**config.mk**
```make
export PLATFORM = sky130hd
export DESIGN_NAME = param_updown_counter
export DESIGN_NICKNAME = d
export VERILOG_FILES = /design/src/rtl/param_updown_counter.sv
export SDC_FILE = /design/constraint.sdc
export NUM_CORES = 1
export LEC_CHECK = 0
export CORE_AREA = 8 8 45 47
export CTS_BUF_LIST = sky130_fd_sc_hd__clkbuf_8
export DETAILED_ROUTE_END_ITERATION = 12
export DIE_AREA = 0 0 53 55
export DONT_BUFFER_PORTS = 1
export HOLD_SLACK_MARGIN = 0.1
export PLACE_DENSITY = 0.45
export SETUP_SLACK_MARGIN = 0.1
export SYNTH_ARGS = -nofsm -noshare
export SYNTH_HDL_FRONTEND = slang
export SYNTH_SLANG_ARGS = --single-unit
```
**constraint.sdc**
```tcl
create_clock -name clk -period 1.87 [get_ports clk]
set_input_delay 0.2805 -clock clk [delete_from_list [all_inputs] [get_ports clk]]
set_output_delay 0.2805 -clock clk [all_outputs]
set_load 0.005 [all_outputs]
```
**src/rtl/param_updown_counter.sv**
```systemverilog
// Parametrised up/down counter with load, clear, wrap/saturate modes and zero/tc/ovf flags.
// Optional prescaler enabled by defining COUNTER_PRESCALE_EN (steps once every PRESCALE requests).
module param_updown_counter #(
  parameter int WIDTH    = 3,
  parameter int MAX_VAL  = (1 << WIDTH) - 1,
  parameter int PRESCALE = 4
) (
  input  logic             clk,
  input  logic             rst,
  input  logic             clr,
  input  logic             ld,
  input  logic             inc,
  input  logic             dec,
  input  logic             sat,
  input  logic [WIDTH-1:0] data_in,
  output logic [WIDTH-1:0] data_out,
  output logic             zero,
  output logic             tc,
  output logic             ovf
);

  localparam logic [WIDTH:0] MAX_EXT = (WIDTH + 1)'(MAX_VAL);

  logic [WIDTH-1:0] count_q, count_d;
  logic             tc_q, tc_d;
  logic             ovf_q, ovf_d;
  logic             step_req_s;
  logic             step_fire_s;
  logic             step_up_s;
  logic [WIDTH:0]   cnt_ext_s;
  logic [WIDTH:0]   din_ext_s;
  logic [WIDTH:0]   plus_s;
  logic [WIDTH:0]   minus_s;

  assign step_req_s = inc ^ dec;
  assign step_up_s  = inc;
  assign cnt_ext_s  = {1'b0, count_q};
  assign din_ext_s  = {1'b0, data_in};
  assign plus_s     = cnt_ext_s + {{WIDTH{1'b0}}, 1'b1};
  assign minus_s    = cnt_ext_s - {{WIDTH{1'b0}}, 1'b1};

`ifdef COUNTER_PRESCALE_EN
  localparam int PW = (PRESCALE > 1) ? $clog2(PRESCALE) : 1;
  localparam logic [PW-1:0] PRESC_LAST = PW'(PRESCALE - 1);

  logic [PW-1:0] presc_q, presc_d;

  // Prescale counter: counts qualifying requests, restarts on clr/ld.
  always_comb begin
    presc_d     = presc_q;
    step_fire_s = 1'b0;
    if (clr || ld) begin
      presc_d = {PW{1'b0}};
    end else if (step_req_s) begin
      if (presc_q == PRESC_LAST) begin
        presc_d     = {PW{1'b0}};
        step_fire_s = 1'b1;
      end else begin
        presc_d = presc_q + {{(PW-1){1'b0}}, 1'b1};
      end
    end else begin
      presc_d = presc_q;
    end
  end

  // Prescale state register.
  always_ff @(posedge clk) begin
    if (rst) begin
      presc_q <= {PW{1'b0}};
    end else begin
      presc_q <= presc_d;
    end
  end
`else
  assign step_fire_s = step_req_s;
`endif

  // Next count and flags, priority clr > ld > step.
  always_comb begin
    count_d = count_q;
    tc_d    = 1'b0;
    ovf_d   = ovf_q;
    if (clr) begin
      count_d = {WIDTH{1'b0}};
      ovf_d   = 1'b0;
    end else if (ld) begin
      if (din_ext_s > MAX_EXT) begin
        count_d = MAX_EXT[WIDTH-1:0];
        ovf_d   = 1'b1;
      end else begin
        count_d = data_in;
      end
    end else if (step_fire_s) begin
      if (step_up_s) begin
        if (cnt_ext_s < MAX_EXT) begin
          count_d = plus_s[WIDTH-1:0];
        end else if (sat) begin
          ovf_d = 1'b1;
        end else begin
          count_d = {WIDTH{1'b0}};
          tc_d    = 1'b1;
          ovf_d   = 1'b1;
        end
      end else begin
        if (cnt_ext_s > {(WIDTH+1){1'b0}}) begin
          count_d = minus_s[WIDTH-1:0];
        end else if (sat) begin
          ovf_d = 1'b1;
        end else begin
          count_d = MAX_EXT[WIDTH-1:0];
          tc_d    = 1'b1;
          ovf_d   = 1'b1;
        end
      end
    end else begin
      count_d = count_q;
    end
  end

  // Count and flag registers; reset overrides everything.
  always_ff @(posedge clk) begin
    if (rst) begin
      count_q <= {WIDTH{1'b0}};
      tc_q    <= 1'b0;
      ovf_q   <= 1'b0;
    end else begin
      count_q <= count_d;
      tc_q    <= tc_d;
      ovf_q   <= ovf_d;
    end
  end

  assign data_out = count_q;
  assign zero     = (count_q == {WIDTH{1'b0}});
  assign tc       = tc_q;
  assign ovf      = ovf_q;

endmodule

```
==> run metrics, run 1 <==
status completed; WL final 1006 um; Final Hold Vio Count 0; cell taking the most area after synthesis dfxtp_1; Peak supply drop 0.2188 mV; Critical Path RT 1.96 ns; Worst EP arrival 1.74 ns; largest net degree at the start of global routing 8; global-route wire length before repair 1628 um; setup ws final 0.2251 ns; H-tree depth 1; CP max FO 2; TritonCTS clock tree yes; DRC violations left 0; total gr overflow 0; final setup violation count 0; FF+latch area 102.6 um^2; vias 328; Synth async-reset ratio 0; Synth area leaders dfxtp_1 25%, ha_1 9.5%, mux2i_1 7.6%, mux4_1 6.6%, inv_1 3.8%; GRT Util Overall 0.07650; Net Sw Frac 0.2372; PortBufs 0; area taken by multi-input logic gates 281.5 um^2; Critical R2R Launch data_out[0]; R2R depth 6; Starting DRT DRC Count 1; clock slew at reported path FFs 0.04 ns; Hold Crit Endpoint tc; Synth top cells by count 5 x dfxtp_1, 4 x inv_1, 3 x ha_1, 3 x mux2i_1, 3 x nand2_1; top-count cell post-synth dfxtp_1; Worst-Margin Slew 0.4207 ns; flop2flop setup slack 0.23 ns; clock share of power 0.500; die height 55 um; clock latency on the worst-skew pair 0.22 ns; CORE AREA 1384 um^2; setup TNS 0 ns; TritonRoute pass-1 iters 3; min Tclk post-route 1.645 ns; CTS Buf Count 3; Initial Util 0.2857; P&R area growth vs syn 23.10%; sequential share of the synthesized area 0.2532; nets 62; max-slew violations 0; Sinks on Clock Net 5; P per Cell Area 789.4 nW/um^2; Post-synth EDFFs 0; Longest Clk Path Bufs 2; die area 2915 um^2; ys flop type dfxtp_1; Mapped Cells 42; share of layout cells above drive strength 1 0.3750; hold crit path type input port to register; combinational fraction of design power 0.191; Routed WL per cell 15.72 um; Cell Area, Synth 395.4 um^2; Max Clk Rate 607.9 MHz; initial antenna violation count 0; RSZ-0062 raised after global routing no; startpoint types register; number of diodes 0; relative slew slack 0.7185; kind of critical path register to register; IO Pins 16; Ys Warns 0; vias in the first global route 359; Die X 53 um; HP Start sat; CTS Hold Buffers Added 0; Switch Pwr 91.14 uW; Synth cell types 26; Max Cap Viol 0; Site Rows 14; DP HPWL 766.6 um; fillcell total 137; vias per cell 5.125; Synth top area share 0.2532; Final Cell Area 486.7 um^2; Final Cycle Share 0.8796; Hold Path Depth 1; #FFs+latches synth 5; clock root cell clkbuf_8; Cell Area, Placed 426.7 um^2; Power Internal 293.1 uW; syn_area_per_cell 9.414 um^2; worst r2r dst data_out[2]; LEAKAGE 0.0002133 uW; sequential power share 0.309; pre-CTS WS 0.1757 ns; worst clock skew 0.0009094 ns; antenna-violating nets left 0; syn nets 55; Hold Slack 0.2593 ns; routability cong. 0.7430; CP Capture Type register
cells by family after synthesis:
kind of cell	after synthesis	synth area share
AOI/OAI and AO/OA	11	0.2120
DFF	5	0.2532
adders and majority gates	3	0.09495
xor gates and xnor gates	1	0.02216
and+or+nand+nor	13	0.2089
muxes	4	0.1424
buffers and inverters	5	0.06644
state kept, by name, summed over array words and instances, names as in the netlist:
name	flops
data_out	3
ovf	1
tc	1
critical path, stage by stage (launching register included):
cell and delay [ns]:
dfxtp_2 0.32, inv_2 0.05, ha_1 0.20, or2_0 0.20, mux4_1 0.48, o211ai_1 0.18, mux2i_1 0.09
area by class of cell:
| type | instances | share of cell area |
|---|---|---|
| clock buffer | 3 | 0.08483 |
| clock inverter | 1 | 0.007712 |
| inverter | 4 | 0.03085 |
| multi-input combinational | 32 | 0.5784 |
| sequential | 5 | 0.2108 |
| tap | 16 | 0.04113 |
| timing repair buffer | 3 | 0.04627 |
repair_timing:
action / CTS / global route
gates resized for setup: 0 / 6
setup buffers: 0 / 0
setup endpoints to repair: 0 / 1
per-layer routing:
| layer | part of all wire | GRT usage | wire length, um |
|---|---|---|---|
| met5 | 0 | 0 | 0 |
| met4 | 0.0040 | 0.03879 | 4 |
| met3 | 0.11 | 0.04278 | 112 |
| met2 | 0.47 | 0.1211 | 477 |
| met1 | 0.41 | 0.08055 | 412 |
power groups by stage:
stage                     Combinational [uW]  Sequential, uW  Clock [uW]
after global routing                    82.8             120         212
after floorplan                         52.9             121           0
after CTS                               69.3             118         196
after detailed placement                68.8             119           0
final                                   73.6             119         192
after global placement                  67.2             119           0
how the worst max path moves through the flow:
stage | from | cells past startpoint | endpoint | slack (ns)
after global placement | data_out[0] | 6 | data_out[2] | 0.21
after CTS | data_out[0] | 6 | data_out[2] | 0.16
final | data_out[0] | 6 | data_out[2] | 0.23
after floorplan | data_out[0] | 6 | data_out[2] | 0.11
after detailed placement | data_out[0] | 6 | data_out[2] | 0.18
after global routing | data_out[0] | 6 | data_out[2] | 0.12
through the flow:
step | cells | util | total power [uW]
detailed placement | 60 | 0.3083 | 187.9
global route | 64 | 0.3517 | 414.2
floorplan | 42 | - | 174.0
CTS | 64 | 0.3409 | 383.0
global placement | 60 | 0.3083 | 186.2
finish | 64 | 0.3517 | 384.2
cells in the final DEF (no fill, tap or decap), types with 2 or more instances in the layout:
cell type,n
a21oi_1,2
buf_4,3
clkbuf_8,3
dfxtp_1,3
dfxtp_2,2
ha_1,2
inv_1,3
inv_2,2
mux2i_1,3
nand2_1,3
nor2_1,2
o21ai_0,2
Power figures use the tool's default switching activity.
==> run 2, diff against run 1 <==
- ABC_AREA: default -> 1
- ABC_CLOCK_PERIOD_IN_PS: default -> 1870
==> run metrics, run 2 <==
total gr overflow 0; RSZ-0062 raised after global routing no; Post-synth EDFFs 0; Worst-Margin Slew 0.2876 ns; Ys Warns 0; CORE AREA 1384 um^2; Die X 53 um; TritonRoute pass-1 iters 4; GR Util met3 0.04278; Worst EP arrival 1.62 ns; syn nets 79; Cell Count Post-Placement 82; clock root cell clkbuf_8; flop2flop setup slack 0.37 ns; DRC violations left 0; R2R depth 10; TritonCTS clock tree yes; clock slew at reported path FFs 0.04 ns; min Tclk post-route 1.503 ns; die area 2915 um^2; met1 Track Usage GR 0.08636; Sinks on Clock Net 5; initial antenna violation count 0; P&R area growth vs syn 16.46%; Hold Path Depth 1; Peak supply drop 0.4421 mV; ys flop type dfxtp_1; WL final 1014 um; H-tree depth 1; worst r2r dst data_out[1]; largest net degree at the start of global routing 7; vias per cell 4.628; Synth top cells by count 15 x nand2_1, 14 x nor2_1, 8 x inv_1, 5 x dfxtp_1, 5 x nand3_1; CP startpoint data_out[0]; vias 398; postcts setup bufs 0; LEAKAGE 0.0002252 uW; Synth cell types 15; Site Rows 14; global-route wire length before repair 1662 um; CTS Buf Count 3; pre-CTS WS 0.3526 ns; kind of critical path register to register; #FFs+latches synth 5; setup ws final 0.3665 ns; Starting DRT DRC Count 7; share of layout cells above drive strength 1 0.1571; cell taking the most area after synthesis dfxtp_1; Max Cap Viol 0; final core utilization 0.3327; Critical Path RT 1.99 ns; clock latency on the worst-skew pair 0.22 ns; relative slew slack 0.8069; CP max FO 6; CTS Hold Buffers Added 0; nets 84; die height 55 um; routability cong. 0.7228; GRT Util Overall 0.07697; Longest Clk Path Bufs 2; Max Clk Rate 665.1 MHz; Final Cycle Share 0.8040; HP Start ld; P per Cell Area 824.5 nW/um^2; IO Pins 16; antenna-violating nets left 0; Synth top area share 0.2532; hold crit path type input port to register; final setup violation count 0; setup TNS 0 ns; Synth area leaders dfxtp_1 25%, nand2_1 14%, nor2_1 13%, ha_1 9.5%, inv_1 7.6%; PortBufs 0; vias in the first global route 391; Hold Crit Endpoint tc; Cell Area, Synth 395.4 um^2; most frequent cells in the layout 15 x nand2_1, 14 x nor2_1, 9 x inv_1, 5 x nand3_1, 5 x dfxtp_1; Synth async-reset ratio 0; status completed; Mapped Cells 66; GRT Max-Usage Layer met2; sequential share of the synthesized area 0.2532; Final Hold Vio Count 0; global-route met2 utilization 0.1152; CTS resizes 0; top-count cell post-synth nand2_1; CP Capture Type register; Initial Util 0.2857; worst clock skew 0.003772 ns; Post-Layout Cell Count 86; max-slew violations 0; startpoint types register; commonest non-fill, non-tap cell in the layout nand2_1; Largest register FFs 3; DP HPWL 846.2 um; number of diodes 0; Routed WL per cell 11.79 um; syn_area_per_cell 5.991 um^2; Critical R2R Launch data_out[0]
-- run 2: cell families (layout without fill, tap and decap cells) --
family,after synthesis,in the layout,synth area share
buffers and inverters,10,14,0.09495
DFF,5,5,0.2532
adders and majority gates,3,3,0.09495
xor gates and xnor gates,1,1,0.02216
and+or+nand+nor,41,41,0.4589
AOI/OAI and AO/OA,6,6,0.07593
-- run 2: area by class of cell --
class / count / area, um^2
fill: 163 / 923.4
clock inverter: 1 / 3.754
multi-input combinational: 51 / 257.7
inverter: 10 / 37.54
clock buffer: 3 / 41.29
tap: 16 / 20.02
sequential: 5 / 100.1
-- run 2: stage by stage --
step           hold slack (ns)  power, uW  area (um^2)
6_report                0.1422      379.6        460.4
5_1_grt                 0.1347      409.3        460.4
4_1_cts                 0.1412      383.1        460.4
3_5_place_dp            0.3687      187.2        415.4
2_1_floorplan           0.3570      174.2        395.4
3_3_place_gp            0.3675      187.4        415.4
-- run 2: worst max-delay path by stage --
stage	cells past startpoint	end
2_1_floorplan	10	data_out[1]
3_3_place_gp	10	data_out[1]
3_5_place_dp	10	data_out[1]
4_1_cts	10	data_out[1]
5_1_grt	10	data_out[1]
6_report	10	data_out[1]
-- run 2: routing by layer --
metal | share of wire | wire [um]
met4 | 0.020 | 20
met5 | 0 | 0
met2 | 0.44 | 448
met1 | 0.42 | 428
met3 | 0.12 | 117
-- run 2: power breakdown --
group | leakage (uW) | internal (uW) | switching [uW]
logic | 0.000158 | 24.1 | 40.8
registers | 0.0000407 | 112 | 7.36
clock network | 0.0000269 | 141 | 54.5
-- run 2: worst max-delay path, stage by stage (launching register included) --
cell,delay (ns)
dfxtp_1,0.44
inv_1,0.10
ha_1,0.24
nand2_2,0.11
nand2_1,0.10
nand3_2,0.11
nand2_2,0.06
inv_2,0.07
nand2_2,0.04
nor2_1,0.08
nor2_1,0.05
==> run 3, diff against run 2 <==
- ABC_AREA: 1 -> 0
- ABC_CLOCK_PERIOD_IN_PS: 1870 -> 1300
- PLACE_DENSITY: 0.45 -> 0.47
- clock period: 1.87 -> 1.3 ns (I/O delays scaled with it)
==> run metrics, run 3 (synthesis gave the netlist of run 1 again) <==
antenna-violating nets left 0; WL final 1060 um; largest net degree at the start of global routing 8; overall power 601.8 uW; Longest Clk Path Bufs 2; worst clock skew 0.001104 ns; min Tclk post-route 1.598 ns; initial antenna violation count 0; die area 2915 um^2; H-tree depth 1; Max stage delay on crit path 0.45 ns; nets 67; clock root cell clkbuf_8; die height 55 um; commonest non-fill, non-tap cell in the layout buf_4; setup TNS -0.9291 ns; vias 356; vias in the first global route 369; Final Hold Vio Count 0; Hold Slack 0.1764 ns; RSZ-0062 raised after global routing yes; max-slew violations 0; Starting DRT DRC Count 7; Site Rows 14; Worst EP arrival 1.69 ns; Sinks on Clock Net 5; Routed WL per cell 15.36 um; clock slew at reported path FFs 0.04 ns; Die X 53 um; kind of critical path register to register; GRT Util Overall 0.07764; total gr overflow 0; CTS Buf Count 3; critical path's slowest cell mux4_2; Max Cap Viol 0; hold crit path type input port to register; Cell Area, Placed 498.0 um^2; Final Cell Area 576.8 um^2; failing checks negative setup slack; TritonRoute pass-1 iters 4; Critical Path RT 1.39 ns; clock latency on the worst-skew pair 0.22 ns; Peak supply drop 0.2527 mV; global-route wire length before repair 1552 um; startpoint types register; Max Clk Rate 625.9 MHz; number of diodes 0; P&R area growth vs syn 45.89%; DP HPWL 869.7 um; CP max FO 3; DRC violations left 0; setup ws final -0.2977 ns; TritonCTS clock tree yes; relative slew slack 0.7948; Final Cycle Share 1.229; P per Cell Area 1043 nW/um^2; IO Pins 16; final setup violation count 5; Worst-Margin Slew 0.3077 ns; Initial Util 0.2857; routability cong. 0.7747; Largest register FFs 3; share of layout cells above drive strength 1 0.5472; vias per cell 5.159; pre-CTS WS -0.3134 ns; status finished, violations left; CP cell instances inv_4 > ha_4 > or2_0 > mux4_2 > o211ai_1 > mux2i_1; CP Capture Type register; LEAKAGE 0.0002506 uW; PortBufs 0; CORE AREA 1384 um^2
## run 3: cell types whose count changed in the layout (fill, tap and decap cells not counted), moves of 3 or more
cell | before | now
nand3_1 | 5 | 0
nand2_2 | 4 | 0
a21oi_1 | 4 | 1
nor2_1 | 14 | 2
mux2i_1 | 0 | 3
buf_4 | 0 | 7
nand2_1 | 15 | 3
inv_1 | 9 | 3
## run 3: layer usage
metal / global-route usage / vias up / wire length [um]
met1: 0.05784 / 170 / 356
met4: 0.09052 / 0 / 29
met3: 0.04011 / 4 / 109
li1: - / 171 / -
met5: 0 / - / 0
met2: 0.1328 / 11 / 564
## run 3: worst max-delay path, delay by kind of cell, from the launching register on
kind	cells	cell delay (ns)
adders and majority gates	1	0.15
and+or+nand+nor	1	0.21
DFF	1	0.36
buffers and inverters	1	0.05
AOI/OAI and AO/OA	1	0.16
muxes	2	0.55
## run 3: worst paths after layout
path               startpoint          end  slack (ns)  cells after the start
setup / recovery  data_out[0]  data_out[2]       -0.30                      6
hold / removal            sat           tc        0.18                      1
setup reg to reg  data_out[0]  data_out[2]       -0.30                      6
hold reg to reg           ovf          ovf        0.49                      1
## run 3: power breakdown
group          total [uW]  internal, uW  switching (uW)
clock                 283           203            80.3
combinational         151          85.3            65.5
sequential            168           161            7.20
## run 3: area by class of cell
cell class / count / area, um^2
clock inverters: 1 / 3.754
well taps: 16 / 20.02
inverters: 4 / 20.02
clock buffers: 3 / 41.29
fillers: 141 / 807.0
repair buffers: 8 / 63.81
multi-input cells: 32 / 320.3
flip-flops and latches: 5 / 107.6
## run 3: timing repair
item                       CTS  global route
setup endpoints to repair    6             6
gates resized for setup      4             6
pin swaps                    4             1
hold buffers                 0             0
buffers inserted             0             1
## run 3: stage by stage
step                      instances  utilization
after floorplan                  42            -
after detailed placement         65       0.3599
after CTS                        69       0.4005
after global routing             69       0.4168
final                            69       0.4168
after global placement           65       0.3599
